### src/rtl/axi4lite_remote_proxy_if.sv
// Bus bundle for the AXI4-Lite remote proxy:
// local AXI4-Lite slave port, AXIS request out, AXIS response in.
interface axi4lite_remote_proxy_if #(
    parameter int DATA_WIDTH = 256
);
    logic [31:0]           S_AXI_AWADDR;
    logic                  S_AXI_AWVALID;
    logic                  S_AXI_AWREADY;
    logic [31:0]           S_AXI_WDATA;
    logic [3:0]            S_AXI_WSTRB;
    logic                  S_AXI_WVALID;
    logic                  S_AXI_WREADY;
    logic [1:0]            S_AXI_BRESP;
    logic                  S_AXI_BVALID;
    logic                  S_AXI_BREADY;
    logic [31:0]           S_AXI_ARADDR;
    logic                  S_AXI_ARVALID;
    logic                  S_AXI_ARREADY;
    logic [31:0]           S_AXI_RDATA;
    logic [1:0]            S_AXI_RRESP;
    logic                  S_AXI_RVALID;
    logic                  S_AXI_RREADY;
    logic [DATA_WIDTH-1:0] AXIS_TX_TDATA;
    logic                  AXIS_TX_TVALID;
    logic                  AXIS_TX_TREADY;
    logic [DATA_WIDTH-1:0] AXIS_RSP_TDATA;
    logic                  AXIS_RSP_TVALID;
    logic                  AXIS_RSP_TREADY;

    // Proxy side: AXI-Lite slave, AXIS request source, AXIS response sink.
    modport slave (
        input  S_AXI_AWADDR,
        input  S_AXI_AWVALID,
        output S_AXI_AWREADY,
        input  S_AXI_WDATA,
        input  S_AXI_WSTRB,
        input  S_AXI_WVALID,
        output S_AXI_WREADY,
        output S_AXI_BRESP,
        output S_AXI_BVALID,
        input  S_AXI_BREADY,
        input  S_AXI_ARADDR,
        input  S_AXI_ARVALID,
        output S_AXI_ARREADY,
        output S_AXI_RDATA,
        output S_AXI_RRESP,
        output S_AXI_RVALID,
        input  S_AXI_RREADY,
        output AXIS_TX_TDATA,
        output AXIS_TX_TVALID,
        input  AXIS_TX_TREADY,
        input  AXIS_RSP_TDATA,
        input  AXIS_RSP_TVALID,
        output AXIS_RSP_TREADY
    );

    // Environment side: AXI-Lite master, link sink, broker source.
    modport master (
        output S_AXI_AWADDR,
        output S_AXI_AWVALID,
        input  S_AXI_AWREADY,
        output S_AXI_WDATA,
        output S_AXI_WSTRB,
        output S_AXI_WVALID,
        input  S_AXI_WREADY,
        input  S_AXI_BRESP,
        input  S_AXI_BVALID,
        output S_AXI_BREADY,
        output S_AXI_ARADDR,
        output S_AXI_ARVALID,
        input  S_AXI_ARREADY,
        input  S_AXI_RDATA,
        input  S_AXI_RRESP,
        input  S_AXI_RVALID,
        output S_AXI_RREADY,
        input  AXIS_TX_TDATA,
        input  AXIS_TX_TVALID,
        output AXIS_TX_TREADY,
        output AXIS_RSP_TDATA,
        output AXIS_RSP_TVALID,
        input  AXIS_RSP_TREADY
    );
endinterface

### src/rtl/axi4lite_remote_proxy.sv
// AXI4-Lite slave that tunnels each access as a 256-bit request
// message and completes B/R from the tagged response stream.
module axi4lite_remote_proxy #(
    parameter int          DATA_WIDTH     = 256,
    parameter int unsigned TIMEOUT_CYCLES = 100000
) (
    input  logic                   clk,
    input  logic                   resetn,
    axi4lite_remote_proxy_if.slave bus,
    output logic [15:0]            stale_count,
    output logic [15:0]            timeout_count
);

    localparam int          MSG_W    = DATA_WIDTH;
    localparam logic [31:0] TMO_LAST = 32'(TIMEOUT_CYCLES - 1);
    localparam logic [7:0]  OP_WR    = 8'd1;
    localparam logic [7:0]  OP_RD    = 8'd2;
    localparam logic [1:0]  DECERR   = 2'b11;
    localparam logic [31:0] TMO_DATA = 32'hDEADDEAD;

    typedef enum logic [2:0] {
        IDLE,
        SEND,
        WAIT_RSP,
        RESP_B,
        RESP_R
    } state_t;

    state_t state;
    state_t state_nxt;

    logic             aw_rdy;
    logic             ar_rdy;
    logic [MSG_W-1:0] tx_data;
    logic             tx_valid;
    logic             bvalid;
    logic [1:0]       bresp;
    logic             rvalid;
    logic [1:0]       rresp;
    logic [31:0]      rdata;
    logic             rsp_rdy;
    logic [7:0]       tag;
    logic [31:0]      timer;
    logic             op_rd;

    logic             tx_hs;
    logic             rsp_hs;
    logic             in_wait;
    logic             rsp_hit;
    logic             tmo_hit;
    logic             tmo_evt;
    logic             rsp_stale;
    logic [7:0]       rsp_tag;
    logic [1:0]       rsp_resp;
    logic [31:0]      rsp_rdata;
    logic             unused_rsp_bits;

    function automatic logic [MSG_W-1:0] req_msg(
        input logic [7:0]  op,
        input logic [7:0]  tg,
        input logic [3:0]  strb,
        input logic [31:0] addr,
        input logic [31:0] data
    );
        return {8'h00, op, tg, 164'd0, strb, addr, data};
    endfunction

    assign rsp_tag   = bus.AXIS_RSP_TDATA[239:232];
    assign rsp_resp  = bus.AXIS_RSP_TDATA[33:32];
    assign rsp_rdata = bus.AXIS_RSP_TDATA[31:0];

    assign unused_rsp_bits = ^{bus.AXIS_RSP_TDATA[MSG_W-1:240],
                               bus.AXIS_RSP_TDATA[231:34]};

    assign tx_hs     = tx_valid & bus.AXIS_TX_TREADY;
    assign rsp_hs    = rsp_rdy & bus.AXIS_RSP_TVALID;
    assign in_wait   = (state == WAIT_RSP);
    assign rsp_hit   = in_wait & rsp_hs & (rsp_tag == tag);
    assign tmo_hit   = in_wait & (timer == TMO_LAST);
    assign tmo_evt   = tmo_hit & ~rsp_hit;
    assign rsp_stale = rsp_hs & ~rsp_hit;

    assign bus.S_AXI_AWREADY   = aw_rdy;
    assign bus.S_AXI_WREADY    = aw_rdy;
    assign bus.S_AXI_ARREADY   = ar_rdy;
    assign bus.S_AXI_BVALID    = bvalid;
    assign bus.S_AXI_BRESP     = bresp;
    assign bus.S_AXI_RVALID    = rvalid;
    assign bus.S_AXI_RRESP     = rresp;
    assign bus.S_AXI_RDATA     = rdata;
    assign bus.AXIS_TX_TDATA   = tx_data;
    assign bus.AXIS_TX_TVALID  = tx_valid;
    assign bus.AXIS_RSP_TREADY = rsp_rdy;

    // State register.
    always_ff @(posedge clk) begin
        if (!resetn) begin
            state <= IDLE;
        end else begin
            state <= state_nxt;
        end
    end

    // Next state and the combinational AXI-Lite readies (IDLE only, write wins).
    always_comb begin
        state_nxt = state;
        aw_rdy    = 1'b0;
        ar_rdy    = 1'b0;
        unique case (state)
            IDLE: begin
                aw_rdy = bus.S_AXI_AWVALID & bus.S_AXI_WVALID;
                ar_rdy = bus.S_AXI_ARVALID & ~aw_rdy;
                if (aw_rdy || ar_rdy) begin
                    state_nxt = SEND;
                end
            end
            SEND: begin
                if (tx_hs) begin
                    state_nxt = WAIT_RSP;
                end
            end
            WAIT_RSP: begin
                if (rsp_hit || tmo_hit) begin
                    state_nxt = op_rd ? RESP_R : RESP_B;
                end
            end
            RESP_B: begin
                if (bus.S_AXI_BREADY) begin
                    state_nxt = IDLE;
                end
            end
            RESP_R: begin
                if (bus.S_AXI_RREADY) begin
                    state_nxt = IDLE;
                end
            end
            default: begin
                state_nxt = IDLE;
            end
        endcase
    end

    // Request build, response capture, timer and tag advance.
    always_ff @(posedge clk) begin
        if (!resetn) begin
            tx_data  <= '0;
            tx_valid <= 1'b0;
            bvalid   <= 1'b0;
            bresp    <= 2'b00;
            rvalid   <= 1'b0;
            rresp    <= 2'b00;
            rdata    <= 32'd0;
            rsp_rdy  <= 1'b0;
            tag      <= 8'd0;
            timer    <= 32'd0;
            op_rd    <= 1'b0;
        end else begin
            rsp_rdy <= 1'b1;
            unique case (state)
                IDLE: begin
                    if (aw_rdy) begin
                        tx_data  <= req_msg(OP_WR, tag,
                                            bus.S_AXI_WSTRB,
                                            bus.S_AXI_AWADDR,
                                            bus.S_AXI_WDATA);
                        tx_valid <= 1'b1;
                        op_rd    <= 1'b0;
                    end else if (ar_rdy) begin
                        tx_data  <= req_msg(OP_RD, tag, 4'd0,
                                            bus.S_AXI_ARADDR,
                                            32'd0);
                        tx_valid <= 1'b1;
                        op_rd    <= 1'b1;
                    end
                end
                SEND: begin
                    if (tx_hs) begin
                        tx_valid <= 1'b0;
                        timer    <= 32'd0;
                    end
                end
                WAIT_RSP: begin
                    if (rsp_hit) begin
                        if (op_rd) begin
                            rvalid <= 1'b1;
                            rresp  <= rsp_resp;
                            rdata  <= rsp_rdata;
                        end else begin
                            bvalid <= 1'b1;
                            bresp  <= rsp_resp;
                        end
                    end else if (tmo_hit) begin
                        if (op_rd) begin
                            rvalid <= 1'b1;
                            rresp  <= DECERR;
                            rdata  <= TMO_DATA;
                        end else begin
                            bvalid <= 1'b1;
                            bresp  <= DECERR;
                        end
                    end else begin
                        timer <= timer + 32'd1;
                    end
                end
                RESP_B: begin
                    if (bus.S_AXI_BREADY) begin
                        bvalid <= 1'b0;
                        tag    <= tag + 8'd1;
                    end
                end
                RESP_R: begin
                    if (bus.S_AXI_RREADY) begin
                        rvalid <= 1'b0;
                        tag    <= tag + 8'd1;
                    end
                end
                default: begin
                    tx_valid <= 1'b0;
                end
            endcase
        end
    end

    // Saturating counters for discarded responses and timeouts.
    always_ff @(posedge clk) begin
        if (!resetn) begin
            stale_count   <= 16'd0;
            timeout_count <= 16'd0;
        end else begin
            if (rsp_stale && (stale_count != 16'hFFFF)) begin
                stale_count <= stale_count + 16'd1;
            end
            if (tmo_evt && (timeout_count != 16'hFFFF)) begin
                timeout_count <= timeout_count + 16'd1;
            end
        end
    end

endmodule

### src/flat_wrapper.sv
// flat-port wrapper written by rule: the top's interface ports become plain ports
module axi4lite_remote_proxy_flat 
#(
    parameter int          DATA_WIDTH     = 256,
    parameter int unsigned TIMEOUT_CYCLES = 100000
)
  (clk, resetn, stale_count, timeout_count, bus_S_AXI_AWADDR, bus_S_AXI_AWVALID, bus_S_AXI_AWREADY, bus_S_AXI_WDATA, bus_S_AXI_WSTRB, bus_S_AXI_WVALID, bus_S_AXI_WREADY, bus_S_AXI_BRESP, bus_S_AXI_BVALID, bus_S_AXI_BREADY, bus_S_AXI_ARADDR, bus_S_AXI_ARVALID, bus_S_AXI_ARREADY, bus_S_AXI_RDATA, bus_S_AXI_RRESP, bus_S_AXI_RVALID, bus_S_AXI_RREADY, bus_AXIS_TX_TDATA, bus_AXIS_TX_TVALID, bus_AXIS_TX_TREADY, bus_AXIS_RSP_TDATA, bus_AXIS_RSP_TVALID, bus_AXIS_RSP_TREADY);
  axi4lite_remote_proxy_if #(.DATA_WIDTH(DATA_WIDTH)) bus_i ();
  input  logic clk;
  input  logic resetn;
  output logic [15:0] stale_count;
  output logic [15:0] timeout_count;
  input wire logic [$bits(bus_i.S_AXI_AWADDR)-1:0] bus_S_AXI_AWADDR;
  input wire logic [$bits(bus_i.S_AXI_AWVALID)-1:0] bus_S_AXI_AWVALID;
  output wire logic [$bits(bus_i.S_AXI_AWREADY)-1:0] bus_S_AXI_AWREADY;
  input wire logic [$bits(bus_i.S_AXI_WDATA)-1:0] bus_S_AXI_WDATA;
  input wire logic [$bits(bus_i.S_AXI_WSTRB)-1:0] bus_S_AXI_WSTRB;
  input wire logic [$bits(bus_i.S_AXI_WVALID)-1:0] bus_S_AXI_WVALID;
  output wire logic [$bits(bus_i.S_AXI_WREADY)-1:0] bus_S_AXI_WREADY;
  output wire logic [$bits(bus_i.S_AXI_BRESP)-1:0] bus_S_AXI_BRESP;
  output wire logic [$bits(bus_i.S_AXI_BVALID)-1:0] bus_S_AXI_BVALID;
  input wire logic [$bits(bus_i.S_AXI_BREADY)-1:0] bus_S_AXI_BREADY;
  input wire logic [$bits(bus_i.S_AXI_ARADDR)-1:0] bus_S_AXI_ARADDR;
  input wire logic [$bits(bus_i.S_AXI_ARVALID)-1:0] bus_S_AXI_ARVALID;
  output wire logic [$bits(bus_i.S_AXI_ARREADY)-1:0] bus_S_AXI_ARREADY;
  output wire logic [$bits(bus_i.S_AXI_RDATA)-1:0] bus_S_AXI_RDATA;
  output wire logic [$bits(bus_i.S_AXI_RRESP)-1:0] bus_S_AXI_RRESP;
  output wire logic [$bits(bus_i.S_AXI_RVALID)-1:0] bus_S_AXI_RVALID;
  input wire logic [$bits(bus_i.S_AXI_RREADY)-1:0] bus_S_AXI_RREADY;
  output wire logic [$bits(bus_i.AXIS_TX_TDATA)-1:0] bus_AXIS_TX_TDATA;
  output wire logic [$bits(bus_i.AXIS_TX_TVALID)-1:0] bus_AXIS_TX_TVALID;
  input wire logic [$bits(bus_i.AXIS_TX_TREADY)-1:0] bus_AXIS_TX_TREADY;
  input wire logic [$bits(bus_i.AXIS_RSP_TDATA)-1:0] bus_AXIS_RSP_TDATA;
  input wire logic [$bits(bus_i.AXIS_RSP_TVALID)-1:0] bus_AXIS_RSP_TVALID;
  output wire logic [$bits(bus_i.AXIS_RSP_TREADY)-1:0] bus_AXIS_RSP_TREADY;
  assign bus_i.S_AXI_AWADDR = bus_S_AXI_AWADDR;
  assign bus_i.S_AXI_AWVALID = bus_S_AXI_AWVALID;
  assign bus_S_AXI_AWREADY = bus_i.S_AXI_AWREADY;
  assign bus_i.S_AXI_WDATA = bus_S_AXI_WDATA;
  assign bus_i.S_AXI_WSTRB = bus_S_AXI_WSTRB;
  assign bus_i.S_AXI_WVALID = bus_S_AXI_WVALID;
  assign bus_S_AXI_WREADY = bus_i.S_AXI_WREADY;
  assign bus_S_AXI_BRESP = bus_i.S_AXI_BRESP;
  assign bus_S_AXI_BVALID = bus_i.S_AXI_BVALID;
  assign bus_i.S_AXI_BREADY = bus_S_AXI_BREADY;
  assign bus_i.S_AXI_ARADDR = bus_S_AXI_ARADDR;
  assign bus_i.S_AXI_ARVALID = bus_S_AXI_ARVALID;
  assign bus_S_AXI_ARREADY = bus_i.S_AXI_ARREADY;
  assign bus_S_AXI_RDATA = bus_i.S_AXI_RDATA;
  assign bus_S_AXI_RRESP = bus_i.S_AXI_RRESP;
  assign bus_S_AXI_RVALID = bus_i.S_AXI_RVALID;
  assign bus_i.S_AXI_RREADY = bus_S_AXI_RREADY;
  assign bus_AXIS_TX_TDATA = bus_i.AXIS_TX_TDATA;
  assign bus_AXIS_TX_TVALID = bus_i.AXIS_TX_TVALID;
  assign bus_i.AXIS_TX_TREADY = bus_AXIS_TX_TREADY;
  assign bus_i.AXIS_RSP_TDATA = bus_AXIS_RSP_TDATA;
  assign bus_i.AXIS_RSP_TVALID = bus_AXIS_RSP_TVALID;
  assign bus_AXIS_RSP_TREADY = bus_i.AXIS_RSP_TREADY;
  axi4lite_remote_proxy #(.DATA_WIDTH(DATA_WIDTH), .TIMEOUT_CYCLES(TIMEOUT_CYCLES)) u_core (.clk(clk), .resetn(resetn), .bus(bus_i), .stale_count(stale_count), .timeout_count(timeout_count));
endmodule
### config.mk
export PLATFORM = sky130hd
export DESIGN_NAME = axi4lite_remote_proxy_flat
export DESIGN_NICKNAME = d
export VERILOG_FILES = /design/src/rtl/axi4lite_remote_proxy_if.sv /design/src/rtl/axi4lite_remote_proxy.sv /design/src/flat_wrapper.sv
export SDC_FILE = /design/constraint.sdc
export NUM_CORES = 1
export LEC_CHECK = 0
export ABC_AREA = 1
export ABC_CLOCK_PERIOD_IN_PS = 2150
export CORE_AREA = 3 3 266 268
export CTS_CLUSTER_SIZE = 8
export DETAILED_ROUTE_END_ITERATION = 8
export DIE_AREA = 0 0 269 271
export PLACE_DENSITY_LB_ADDON = 0.1
export SLEW_MARGIN = 15
export SYNTH_ARGS = -nofsm -noshare
export SYNTH_HDL_FRONTEND = slang
export SYNTH_SLANG_ARGS = --single-unit
### constraint.sdc
create_clock -name clk -period 2.15 [get_ports clk]
set_input_delay 0.3225 -clock clk [delete_from_list [all_inputs] [get_ports clk]]
set_output_delay 0.3225 -clock clk [all_outputs]
set_load 0.005 [all_outputs]
After elaboration in Yosys (flattened, before gate mapping)
Cells that the tools add are included.
{ "word_totals": {"out_inout_bits": 331, "mem_bits_ro": 0, "latchBits": 0, "regBits": 372, "memories": 0, "inputBits": 365, "wordCells": 115, "mem_bits_rw": 0} }
{ "classes": {"bitwise_logic": 13, "mul": 0, "div_mod_pow": 0, "n_eq_ne": 17, "shift": 0, "magnitude_cmp": 0, "mux": 46, "addsub": 4, "n_reduce_logical": 21} }
{ "op_table": {"columns": ["operator", "n"], "rows": [
  ["$mux W256", 2],
  ["$mux W32", 7],
  ["$pmux W32 S2", 1],
  ["$add A16 B1 Y16 const B", 2],
  ["$add A32 B1 Y32 const B", 1],
  ["$eq A32 B17 Y1 const B", 1],
  ["$ne A16 B16 Y1 const B", 2],
  ["$mux W3", 6],
  ["$reduce_and A3 Y1", 6],
  ["$mux W2", 8],
  ["$mux W8", 2],
  ["$pmux W8 S2", 1],
  ["$mux W1", 15],
  ["$pmux W3 S5", 1],
  ["$reduce_bool A2 Y1", 6],
  ["$ne A2 B2 Y1 const B", 5],
  ["$and A1 B1 Y1", 9],
  ["$add A8 B1 Y8 const B", 1],
  ["$eq A8 B8 Y1", 1],
  ["$eq A3 B2 Y1 const B", 2],
  ["$ne A3 B3 Y1 const B", 2],
  ["$reduce_and A5 Y1", 1],
  ["$ne A2 B1 Y1 const B", 2],
  ["$not A1 Y1", 4],
  ["10 further kinds", 13]
]} }

Longest topological paths before layout
Gate-level depths: netlist of run 1.
{ "depth": {"depth_word": 7, "mapped_depth": 12, "ltp_nobuf": 12} }

Worst setup path before layout of run 1
OpenSTA, ideal clock, no wires.
{ "synth_path": {"kind": "register -> register", "start": "reg u_core.timer[0]", "end": "reg u_core.timeout_count[7]", "setup_time_ns": 0.132, "period_less_slack_ns": 1.811, "stages_incl_launch_ff": 12, "path_buffers": 1, "setup_slack_ns": 0.339, "t_arrival_ns": 1.678, "cell_sequence": "dfxtp_1 ha_1 inv_2 nor2_4 nand3_1 nor2_1 nand2_1 nor2_4 nand3_2 buf_4 nand2_1 a21oi_1"} }
{ "synth_via": {"elab_chain_len": 4} }
{ "synth_rtl": {"columns": ["element", "line", "text"], "rows": [
  ["from (decl)", "axi4lite_remote_proxy.sv:43", "logic [31:0] timer;"],
  ["from (signal assigned)", "axi4lite_remote_proxy.sv:202", "timer <= timer + 32'd1;"],
  ["$eq A32 B17 Y1", "axi4lite_remote_proxy.sv:79", "assign tmo_hit = in_wait & (timer == TMO_LAST);"],
  ["$and A1 B1 Y1", "axi4lite_remote_proxy.sv:79", null],
  ["$and A1 B1 Y1", "axi4lite_remote_proxy.sv:80", "assign tmo_evt = tmo_hit & ~rsp_hit;"],
  ["$logic_and A1 B1 Y1", "axi4lite_remote_proxy.sv:233", "if (tmo_evt && (timeout_count != 16'hFFFF)) begin"],
  ["to (signal assigned)", "axi4lite_remote_proxy.sv:234", "timeout_count <= timeout_count + 16'd1;"],
  ["to (decl)", "axi4lite_remote_proxy.sv:11", "output logic [15:0] timeout_count"]
]} }
No other way between the ends.
A chain may end at the register's enable or synchronous reset.

Worst setup path after layout of run 1
{ "layout_path": {"start": "reg u_core.state[0]", "end": "reg u_core.tx_data[53] (netlist: u_core.bus.AXIS_TX_TDATA[53])"} }
{ "layout_via": {"elab_chain_len": 4} }
{ "layout_rtl": {"columns": ["element", "line", "text"], "rows": [
  ["from (decl)", "axi4lite_remote_proxy.sv:29", "state_t state;"],
  ["from (signal assigned)", "axi4lite_remote_proxy.sv:100", "state <= state_nxt;"],
  ["$logic_not A3 Y1 *", "axi4lite_remote_proxy.sv:109, axi4lite_remote_proxy.sv:159", null],
  ["$mux W1", "axi4lite_remote_proxy.sv:109", "unique case (state)"],
  ["$reduce_bool A2 Y1 (no line)", null, null],
  ["$reduce_and A2 Y1 (no line)", null, null],
  ["to (signal assigned)", "axi4lite_remote_proxy.sv:162", "tx_data <= req_msg(OP_WR, tag,"],
  ["to (signal assigned)", "axi4lite_remote_proxy.sv:169", "tx_data <= req_msg(OP_RD, tag, 4'd0,"],
  ["to (decl)", "axi4lite_remote_proxy.sv:34", "logic [MSG_W-1:0] tx_data;"]
]} }
Every way passes the cells marked *; elsewhere a longest branch is shown, timed or not.

==> out/metrics.yaml, run 1 <==
drt-vias-per-instance: 3.75
peak_ir_drop_on_the_vdd_network_uv: 623
grt.total_usage_pct: 12.3
critical_path_arrival_ns: 2.50
most_common_library_cell_in_the_layout_ignoring_fill_and_taps: "sky130_fd_sc_hd__nand2_1"
cts_tree: "yes"
std_cell_rows: 96
timing.final.max_slew_violations: 0
setup_ws_ns: 0.0991
crit_end_category: "register"
cts.root.buffer_cell: "sky130_fd_sc_hd__clkbuf_16"
grt_start_max_net_pins: 69
setup.worst_path.start_class: "register"
grt_antenna_before_repair: 10
ff2ff_path_depth: 14
power_density_nw_per_um2: 707
synth_adder_area_share_pct: 0.441
leakage_nw: 6.32
worst_slack_at_placement_ns: -0.267
clkTransAtPathRegs_ns: 0.09
cpPeakStageDelay_ns: 0.35
synthFlopType: "sky130_fd_sc_hd__dfxtp_1"
layout_min_cycle_time_ns: 2.05
final.setup_skew_ns: 0.0199
detail-route-antenna-nets: 0
ys_seq_elements: 193
crit_family: "buffers and inverters"
hold_path_depth: 3
routed_wire_length_per_instance_um: 15.2
finish.utilization_pct: 23.4
proportion_of_synthesized_area_in_mux_cells_pct: 0
synth_top_cells_by_area: "sky130_fd_sc_hd__dfxtp_1 (34%), sky130_fd_sc_hd__nand2_1 (18%), sky130_fd_sc_hd__buf_4 (12%)"
grt-ovfl-total: 0
multi_input_comb_area_sq_um: 5910
clkLatencyLatePin_ns: 0.51
first_pass_iters: 4
first_global_vias: 10800
layout.cells.most_common_list: "sky130_fd_sc_hd__nand2_1 (540), sky130_fd_sc_hd__clkdlybuf4s50_1 (299), sky130_fd_sc_hd__dfxtp_1 (190), sky130_fd_sc_hd__nor2_1 (188), sky130_fd_sc_hd__conb_1 (178)"
worst_path_max_delay_cell: "sky130_fd_sc_hd__dfxtp_2"
cts_buffer_depth: 2
outcome: "complete, no violations"
cp_common_cell: "sky130_fd_sc_hd__buf_4"
detail_route.wirelength_um: 45900
gpl.final_weighted_congestion: 0.792
synthXorXnorAreaFrac_pct: 2.24
setup_violations: 0
io_buffers: 303
worst_ep_required_time_ns: 2.60
die_x_um: 269
fp.dieArea_sq_um: 72900
timing.fmax_mhz: 488
place_hpwl_um: 34400
cts_max_level: 4
nNetsFinal: 2440
yosys.area.top_type_share_pct: 34.0
maxCapViolations: 0
number_of_primary_i_o_pins: 696
dominant_combinational_cell_family_by_area_after_synthesis: "simple AND/OR/NAND/NOR gates"
synth_edf_count: 0
synth.distinct_cells: 37
synthesis.yosys.warnings: 0
via_count: 11300
crit_type: "reg2reg"
synth.avg_cell_area_sq_um: 6.52
post-route-period-util_pct: 95.4
grt_pass1_wl_um: 68000
timing.final.hold_violations: 0
critical_path_buf_inv_count: 9
cell_area_synth_sq_um: 11400
initial_utilization_pct: 16.6
register_area_sq_um: 3870
final_layout_size_suffix_gt1_share_pct: 7.44
sequential_area_share_after_synthesis_pct: 34.0
cts_made_buffers: 17
post_synth_and_or_nand_nor_area_fraction_pct: 32.9
cp_max_fo: 7
fill_cells: 7637
count_of_clock_tree_sinks: 193
critical_path.cell_chain: "inv_4, nand2_4, buf_4, nor2_4, buf_12, buf_6, buf_4, buf_4, nor2_4, clkinv_4, clkbuf_16, nand3_1, o211ai_1, inv_1"
first_iter_violations: 485
postSynthCellCount: 1742
yosysTopAreaCell: "sky130_fd_sc_hd__dfxtp_1"
core_region_area_sq_um: 68600
timing.hold.worst.class: "in2reg"
flow.area_growth_from_synthesis_pct: 41.6
complex_gate_fraction_of_the_synthesized_area_pct: 10.2
critical_path_depth: 14
detail_route.drc_violations: 0
postSynth.asyncResetShare_pct: 0
chipHeight_um: 271
## metal layers
layer	up-vias	part of all wire (%)	track usage, %
met3	42	11	6.77
met5	-	0.23	0
met1	5029	43	14.8
li1	5825	-	-
met2	387	45	19.1
met4	16	1.0	2.80
## final timing paths
kind / start / to / slack (ns)
worst max register to register: u_core.state[0]$_SDFFE_PN0P_ / u_core.bus.AXIS_TX_TDATA[53]$_SDFFE_PN0P_ / 0.1
worst min register to register: u_core.bus.S_AXI_RDATA[17]$_SDFFE_PN0P_ / u_core.bus.S_AXI_RDATA[17]$_SDFFE_PN0P_ / 0.46
worst max-delay path: u_core.state[0]$_SDFFE_PN0P_ / u_core.bus.AXIS_TX_TDATA[53]$_SDFFE_PN0P_ / 0.1
worst min-delay path: resetn / u_core.state[1]$_SDFFE_PN0P_ / 0.20
## cells by family (layout without fill, tap and decap cells)
logic type / count (synthesis) / after routing
other cells: 1 / 180
simple gates: 896 / 896
buf+inv: 405 / 570
compound gates: 214 / 214
flops: 193 / 193
xor+xnor: 29 / 29
fa+ha+maj: 4 / 4
## metrics by stage
step / instances / setup TNS [ns] / hold slack (ns) / power, mW / area, sq um
finish: 3017 / 0 / 0.198 / 11.4 / 16100
global route: 3016 / -0.00892 / 0.190 / 12.1 / 16100
global placement: 2967 / -0.550 / 0.448 / 7.63 / 15200
detailed placement: 2967 / -0.367 / 0.450 / 7.60 / 15200
CTS: 3011 / 0 / 0.149 / 11.4 / 15900
floorplan: 1919 / 0 / 0.350 / 5.92 / 12000
## sequential cells by signal (all words and copies together) (netlist names)
register,count
u_core.bus.AXIS_RSP_TREADY,1
u_core.bus.AXIS_TX_TDATA,78
u_core.bus.AXIS_TX_TVALID,1
u_core.bus.S_AXI_BRESP,2
u_core.bus.S_AXI_BVALID,1
u_core.bus.S_AXI_RDATA,32
u_core.bus.S_AXI_RRESP,2
u_core.bus.S_AXI_RVALID,1
u_core.stale_count,16
u_core.state,3
u_core.tag,8
u_core.timeout_count,16
u_core.timer,32
## power breakdown
part           switching [mW]  internal [mW]
sequential              0.244           3.93
combinational            1.89           1.74
clock                    1.86           1.69
total                    4.00           7.36
## synthesized netlist by cell type, types with 2 or more instances
cell	number
sky130_fd_sc_hd__o211ai_1	32
sky130_fd_sc_hd__nand2_1	541
sky130_fd_sc_hd__buf_6	8
sky130_fd_sc_hd__buf_1	3
sky130_fd_sc_hd__nor2_1	192
sky130_fd_sc_hd__nand3_1	80
sky130_fd_sc_hd__inv_2	10
sky130_fd_sc_hd__nand3b_1	2
sky130_fd_sc_hd__nand2_2	2
sky130_fd_sc_hd__xnor2_1	10
sky130_fd_sc_hd__clkbuf_1	35
sky130_fd_sc_hd__nor2_4	5
sky130_fd_sc_hd__o21ai_0	22
sky130_fd_sc_hd__dfxtp_1	193
sky130_fd_sc_hd__xor2_1	19
sky130_fd_sc_hd__nand3_2	4
sky130_fd_sc_hd__buf_4	182
sky130_fd_sc_hd__inv_1	145
sky130_fd_sc_hd__a21oi_1	156
sky130_fd_sc_hd__ha_1	4
sky130_fd_sc_hd__nor2_2	5
sky130_fd_sc_hd__nand4_1	43
sky130_fd_sc_hd__buf_2	21
sky130_fd_sc_hd__nor3_1	15
## worst register-to-register path, delay by kind of cell (launching register included)
family                 cells  cell delay (ns)
flip-flops                 1             0.35
buffers and inverters      9             1.18
AND/OR/NAND/NOR            4             0.40
AO/OA/AOI/OAI              1             0.09
## area by class of cell
type / count / area share, %
diodes: 2 / 0.0311
multi-input cells: 1321 / 36.7
clock inverters: 14 / 1.20
inverters: 156 / 3.74
repair buffers: 382 / 24.3
flip-flops and latches: 193 / 24.1
clock buffers: 18 / 2.67
well taps: 931 / 7.25
## repair_timing
item | CTS | global route
pin swaps | 4 | 3
buffers inserted | 12 | 3
setup endpoints to repair | 3 | 47
resized for setup | 16 | 17
hold buffers | 0 | 0
gates cloned | 0 | 4
No activity file was read; power rests on OpenSTA's default activity.
==> run 2, diff against run 1 <==
GPL_TIMING_DRIVEN = 0   (was default)
HOLD_SLACK_MARGIN = 0.03   (was default)
==> out/metrics.yaml, run 2 (synthesized netlist as in run 1, its figures left out) <==
outcome: "complete, no violations"
critical_path_buf_inv_count: 4  # -5
grt_antenna_before_repair: 7  # -3
cts.root.buffer_cell: "sky130_fd_sc_hd__clkbuf_16"
grt_start_max_net_pins: 20  # -71%
r2r-start: "u_core.timer[0]$_SDFFE_PN0P_"
first_global_vias: 11400  # +5.8%
ff2ff_path_depth: 11  # -3
detail_route.wirelength_um: 48900  # +6.6%
slew_headroom_pct: 44.9
worst_path_max_delay_cell: "sky130_fd_sc_hd__dfxtp_4"
rsz_0062_raised_after_global_routing: "true"
worst_margin_slew_ns: 0.827
cts_tree: "yes"
final_layout_size_suffix_gt1_share_pct: 14.2  # +6.7 points
worst_ep_required_time_ns: 1.83  # -0.77 ns
critical_path.cell_chain: "nor2_4, nand2_4, nor2_4, clkbuf_16, buf_6, buf_4, buf_4"
grt-ovfl-total: 0  # unchanged
crit_family: "buffers and inverters"
grt.total_usage_pct: 13.2  # +0.93 points
hold_start: "bus_S_AXI_WDATA[19]"
chipHeight_um: 271  # unchanged
count_of_clock_tree_sinks: 193  # unchanged
place_hpwl_um: 39200  # +14%
rr_endpoint: "u_core.timer[12]$_SDFFE_PN0P_"
layout_min_cycle_time_ns: 2.03  # -0.0199 ns
die_x_um: 269  # unchanged
flow.area_growth_from_synthesis_pct: 50.8
peak_ir_drop_on_the_vdd_network_uv: 688  # +10%
setup_violations: 0  # unchanged
cts_buffer_depth: 2  # unchanged
cts_hold_buffers: 0  # unchanged
io_buffers: 303  # unchanged
leakage_nw: 7.12  # +13%
gpl.final_weighted_congestion: 0.864  # +9.2%
detail-route-antenna-nets: 0  # unchanged
cpPeakStageDelay_ns: 0.36  # about the same
final.setup_skew_ns: 0.0204  # +0.000455 ns
timing.final.max_slew_violations: 0  # unchanged
setup.worst_path.start_class: "register"
report.power.total_mw: 11.1  # -2.6%
routed_wire_length_per_instance_um: 15.2  # +0.24%
timing.final.hold_violations: 0  # unchanged
clkTransAtPathRegs_ns: 0.09  # about the same
most_common_library_cell_in_the_layout_ignoring_fill_and_taps: "sky130_fd_sc_hd__nand2_1"
clkLatencyLatePin_ns: 0.50  # about the same
largest_register_ffs: 78  # unchanged
clkPwrFrac_pct: 30.3  # -1.0 points
hold-path-endpoint: "u_core.bus.AXIS_TX_TDATA[19]$_SDFFE_PN0P_"
timing.fmax_mhz: 492  # +0.98%
comb_power_share_pct: 31.7  # -0.3 points
hold_path_depth: 3  # unchanged
nNetsFinal: 2630  # +7.8%
drt-vias-per-instance: 3.71  # -0.96%
crit_end_category: "output port"
crit_type: "reg2out"
switchingPower_mw: 3.93  # -1.7%
cts_made_buffers: 17  # unchanged
cp_max_fo: 3  # -4
detail_route.drc_violations: 0  # unchanged
std_cell_rows: 96  # unchanged
core_region_area_sq_um: 68600  # unchanged
via_count: 11900  # +5.3%
placed_instance_area_sq_um: 16200  # +6.6%
first_pass_iters: 6  # +2
timing.hold.worst.class: "in2reg"
post-route-period-util_pct: 94.5  # -0.92 points
grt_pass1_wl_um: 72200  # +6.0%
internal-power_mw: 7.14  # -3.1%
sequentialPowerShare_pct: 38.0  # +1.2 points
critical_path_arrival_ns: 1.71  # -0.79 ns
power_density_nw_per_um2: 646  # -8.6%
fp.dieArea_sq_um: 72900  # unchanged
cts_max_level: 4  # unchanged
layout.cells.most_common_list: "sky130_fd_sc_hd__nand2_1 (539), sky130_fd_sc_hd__clkdlybuf4s50_1 (300), sky130_fd_sc_hd__buf_4 (202), sky130_fd_sc_hd__nor2_1 (188), sky130_fd_sc_hd__dfxtp_1 (186)"
power.share.switching_pct: 35.5  # +0.33 points
number_of_primary_i_o_pins: 696  # unchanged
post-route-cell-area_sq_um: 17100  # +6.5%
initial_utilization_pct: 16.6  # unchanged
maxCapViolations: 0  # unchanged
first_iter_violations: 517  # +6.6%
regToRegSetupSlack_ns: 0.17  # +0.07 ns
-- run 2: worst max path at each step --
stage / startpoint / to / cells after the start / slack, ns
detailed placement: bus_S_AXI_WVALID / bus_S_AXI_WREADY / 6 / -0.95
finish: u_core.state[1]$_SDFFE_PN0P_ / bus_S_AXI_WREADY / 7 / 0.12
floorplan: u_core.timer[0]$_SDFFE_PN0P_ / u_core.timeout_count[7]$_SDFFE_PN0P_ / 11 / 0.34
global placement: bus_S_AXI_AWVALID / bus_S_AXI_WREADY / 6 / -0.96
CTS: u_core.timer[0]$_SDFFE_PN0P_ / u_core.timeout_count[6]$_SDFFE_PN0P_ / 11 / 0.01
global route: u_core.timer[0]$_SDFFE_PN0P_ / u_core.bus.S_AXI_RDATA[13]$_SDFFE_PN0P_ / 11 / -0.000002
-- run 2: routing by layer --
metal / vias to the layer above / global-route usage [%] / share of wire [%]
li1: 6184 / - / -
met1: 5245 / 15.2 / 41
met2: 415 / 21.7 / 46
met3: 41 / 6.68 / 11
met4: 10 / 3.45 / 1.4
met5: - / 0 / 0.15
-- run 2: power groups by stage --
stage               registers (mW)  clock network (mW)  logic (mW)
floorplan                     4.24                   0        1.68
global placement              4.28                   0        3.44
detailed placement            4.27                   0        3.41
finish                        4.21                3.35        3.51
global route                  4.26                3.66        3.90
CTS                           4.22                3.53        3.54
-- run 2: area by class of cell --
| cell class | instances | area, sq um |
|---|---|---|
| fill | 7676 | 51500 |
| sequential | 193 | 3880 |
| inverter | 156 | 589 |
| clock inverter | 14 | 145 |
| multi-input combinational | 1322 | 5980 |
| timing repair buffer | 323 | 3200 |
| buffer | 248 | 1730 |
| tap | 931 | 1160 |
| clock buffer | 18 | 439 |
| antenna | 2 | 5.00 |
-- run 2: timing repair --
item / 4_1_cts / 5_1_grt
gates resized for setup: 33 / 24
cloned: 0 / 1
endpoints found under the setup margin: 132 / 88
pin swaps: 5 / 5
buffers inserted: 11 / 9
-- run 2: worst reg2reg max path, delay by kind of cell (launching register included) --
kind | cells | cell delay [ns]
adder cells (fa/ha/maj) | 1 | 0.21
AND/OR/NAND/NOR | 7 | 0.88
flip-flops | 1 | 0.42
buffers and inverters | 2 | 0.26
AO/OA/AOI/OAI | 1 | 0.05
-- run 2: stage by stage --
| step | hold WS, ns | utilization, % | std cells | TNS (ns) | worst slack [ns] |
|---|---|---|---|---|---|
| floorplan | 0.350 | - | 1919 | 0 | 0.339 |
| global placement | 0.448 | 23.6 | 3153 | -46.65 | -0.956 |
| detailed placement | 0.455 | 23.6 | 3153 | -50.45 | -0.952 |
| CTS | 0.324 | 24.7 | 3195 | 0 | 0.0123 |
| global route | 0.349 | 25.0 | 3205 | -0.00000178 | -0.00000178 |
| finish | 0.371 | 25.0 | 3207 | 0 | 0.119 |
==> run 3, diff against run 2 <==
TNS_END_PERCENT = 10   (was default)
==> out/metrics.yaml, run 3 (synthesized netlist as in run 1, its figures left out) <==
chipHeight_um: 271  # unchanged
grt.total_usage_pct: 13.3  # +0.052 points
cts_buffer_depth: 2  # unchanged
layout.cells.most_common_list: "sky130_fd_sc_hd__nand2_1 (538), sky130_fd_sc_hd__clkdlybuf4s50_1 (300), sky130_fd_sc_hd__buf_4 (198), sky130_fd_sc_hd__nor2_1 (188), sky130_fd_sc_hd__dfxtp_1 (186)"
cp_max_fo: 5  # +2
via_count: 11900  # +0.017%
leakage_nw: 7.09  # -0.41%
grt_antenna_before_repair: 7  # unchanged
final.setup_skew_ns: 0.0210  # +0.000591 ns
layout_min_cycle_time_ns: 2.03  # +0.00390 ns
finish.utilization_pct: 24.9  # -0.071 points
die_x_um: 269  # unchanged
ff2ff_path_depth: 11  # unchanged
detail_route.wirelength_um: 49000  # +0.35%
worst_ep_required_time_ns: 1.83  # about the same
worst_margin_slew_ns: 0.867  # +0.0395 ns
fill_cells: 7685  # +0.12%
gpl.final_weighted_congestion: 0.864  # unchanged
power_density_nw_per_um2: 648  # +0.27%
hold-path-endpoint: "u_core.bus.AXIS_TX_TDATA[19]$_SDFFE_PN0P_"
post-place-cells: 3153  # unchanged
setup_violations: 0  # unchanged
outcome: "complete, no violations"
flow.area_growth_from_synthesis_pct: 50.4
cts_max_level: 4  # unchanged
timing.fmax_mhz: 491  # -0.19%
rr_endpoint: "u_core.timer[12]$_SDFFE_PN0P_"
regToRegSetupSlack_ns: 0.16  # about the same
timing.final.max_slew_violations: 0  # unchanged
nNetsFinal: 2625  # -0.19%
grt-ovfl-total: 0  # unchanged
most_common_library_cell_in_the_layout_ignoring_fill_and_taps: "sky130_fd_sc_hd__nand2_1"
setup.worst_path.start_class: "register"
largest_register_ffs: 78  # unchanged
std_cell_rows: 96  # unchanged
clkTransAtPathRegs_ns: 0.09  # about the same
place_hpwl_um: 39200  # unchanged
hold_start: "bus_S_AXI_WDATA[19]"
number_of_primary_i_o_pins: 696  # unchanged
cts_hold_buffers: 0  # unchanged
grt_pass1_wl_um: 72300  # +0.27%
first_iter_violations: 512  # -0.97%
cts_tree: "yes"
initial_utilization_pct: 16.6  # unchanged
routed_wire_length_per_instance_um: 15.3  # +0.50%
hold_path_depth: 3  # unchanged
peak_ir_drop_on_the_vdd_network_uv: 688  # about the same
maxCapViolations: 0  # unchanged
timing.hold.worst.class: "in2reg"
placed_instance_area_sq_um: 16200  # unchanged
fp.dieArea_sq_um: 72900  # unchanged
final.setup.tns_ns: 0  # unchanged
crit_type: "reg2out"
critical_path_arrival_ns: 1.71  # about the same
r2r-start: "u_core.timer[0]$_SDFFE_PN0P_"
rsz_0062_raised_after_global_routing: "true"
cts_made_buffers: 17  # unchanged
drt-vias-per-instance: 3.72  # +0.17%
slew_headroom_pct: 42.2  # -2.6 points
final_layout_size_suffix_gt1_share_pct: 14.0  # -0.19 points
detail_route.drc_violations: 0  # unchanged
crit_end_category: "output port"
post-route-cell-area_sq_um: 17100  # -0.28%
core_region_area_sq_um: 68600  # unchanged
detail-route-antenna-nets: 0  # unchanged
first_pass_iters: 5  # -1
grt_start_max_net_pins: 20  # unchanged
clkLatencyLatePin_ns: 0.50  # about the same
timing.final.hold_violations: 0  # unchanged
layoutNonFillerInstCount: 3202  # -0.16%
count_of_clock_tree_sinks: 193  # unchanged
io_buffers: 303  # unchanged
cts.root.buffer_cell: "sky130_fd_sc_hd__clkbuf_16"
post-route-period-util_pct: 94.6  # +0.18 points
first_global_vias: 11400  # +0.0088%
run 3: worst max-delay path: stages, from the launching register on:
cell and delay (ns):
sky130_fd_sc_hd__dfxtp_1 0.48, sky130_fd_sc_hd__buf_4 0.16, sky130_fd_sc_hd__clkdlybuf4s50_1 0.59
run 3: metal layers:
metal  vias to the layer above  wire [um]  global-route usage [%]  part of all wire (%)
met3                        45       5430                    6.68                    11
met4                        10        716                    3.45                   1.5
li1                       6175          -                       -                     -
met1                      5262      20200                    15.3                    41
met5                         -         68                       0                  0.14
met2                       405      22600                    21.8                    46
run 3: what timing repair did:
| item | 4_1_cts | 5_1_grt |
|---|---|---|
| gates resized for setup | 34 | 24 |
| cloned | 0 | 1 |
| pin swaps | 5 | 4 |
| setup buffers | 11 | 3 |
| setup endpoints to repair | 132 | 88 |
run 3: where the power goes:
| group | internal [mW] | switching [mW] | leakage [nW] | total (mW) |
|---|---|---|---|---|
| clock | 1.57 | 1.77 | 0.289 | 3.34 |
| sequential | 3.94 | 0.270 | 1.57 | 4.21 |
| combinational | 1.62 | 1.89 | 5.23 | 3.51 |
run 3: per-stage QoR:
step           hold WS, ns  power [mW]  setup WS (ns)
2_1_floorplan        0.350        5.92          0.339
3_3_place_gp         0.448        7.72         -0.956
3_5_place_dp         0.455        7.68         -0.952
4_1_cts              0.324        11.3         0.0123
5_1_grt              0.349        11.8        -0.0358
6_report             0.371        11.1          0.115
run 3: worst max path at each step:
stage	slack, ns	startpoint	end
5_1_grt	-0.04	resetn	u_core.bus.AXIS_TX_TDATA[59]$_SDFFE_PN0P_
4_1_cts	0.01	u_core.timer[0]$_SDFFE_PN0P_	u_core.timeout_count[6]$_SDFFE_PN0P_
3_3_place_gp	-0.96	bus_S_AXI_AWVALID	bus_S_AXI_WREADY
6_report	0.12	u_core.bus.AXIS_TX_TDATA[241]$_SDFFE_PN0P_	bus_AXIS_TX_TDATA[241]
3_5_place_dp	-0.95	bus_S_AXI_WVALID	bus_S_AXI_WREADY
2_1_floorplan	0.34	u_core.timer[0]$_SDFFE_PN0P_	u_core.timeout_count[7]$_SDFFE_PN0P_
run 3: cell type report:
cell class	count	area [sq um]	area share, %
Clock buffer	18	439	2.57
Antenna cell	2	5.00	0.0293
Buffer	249	1740	10.2
Timing Repair Buffer	317	3140	18.4
Inverter	156	589	3.45
Clock inverter	14	145	0.850
Sequential cell	193	3880	22.7
Tap cell	931	1160	6.82
Multi-Input combinational cell	1322	5980	35.0
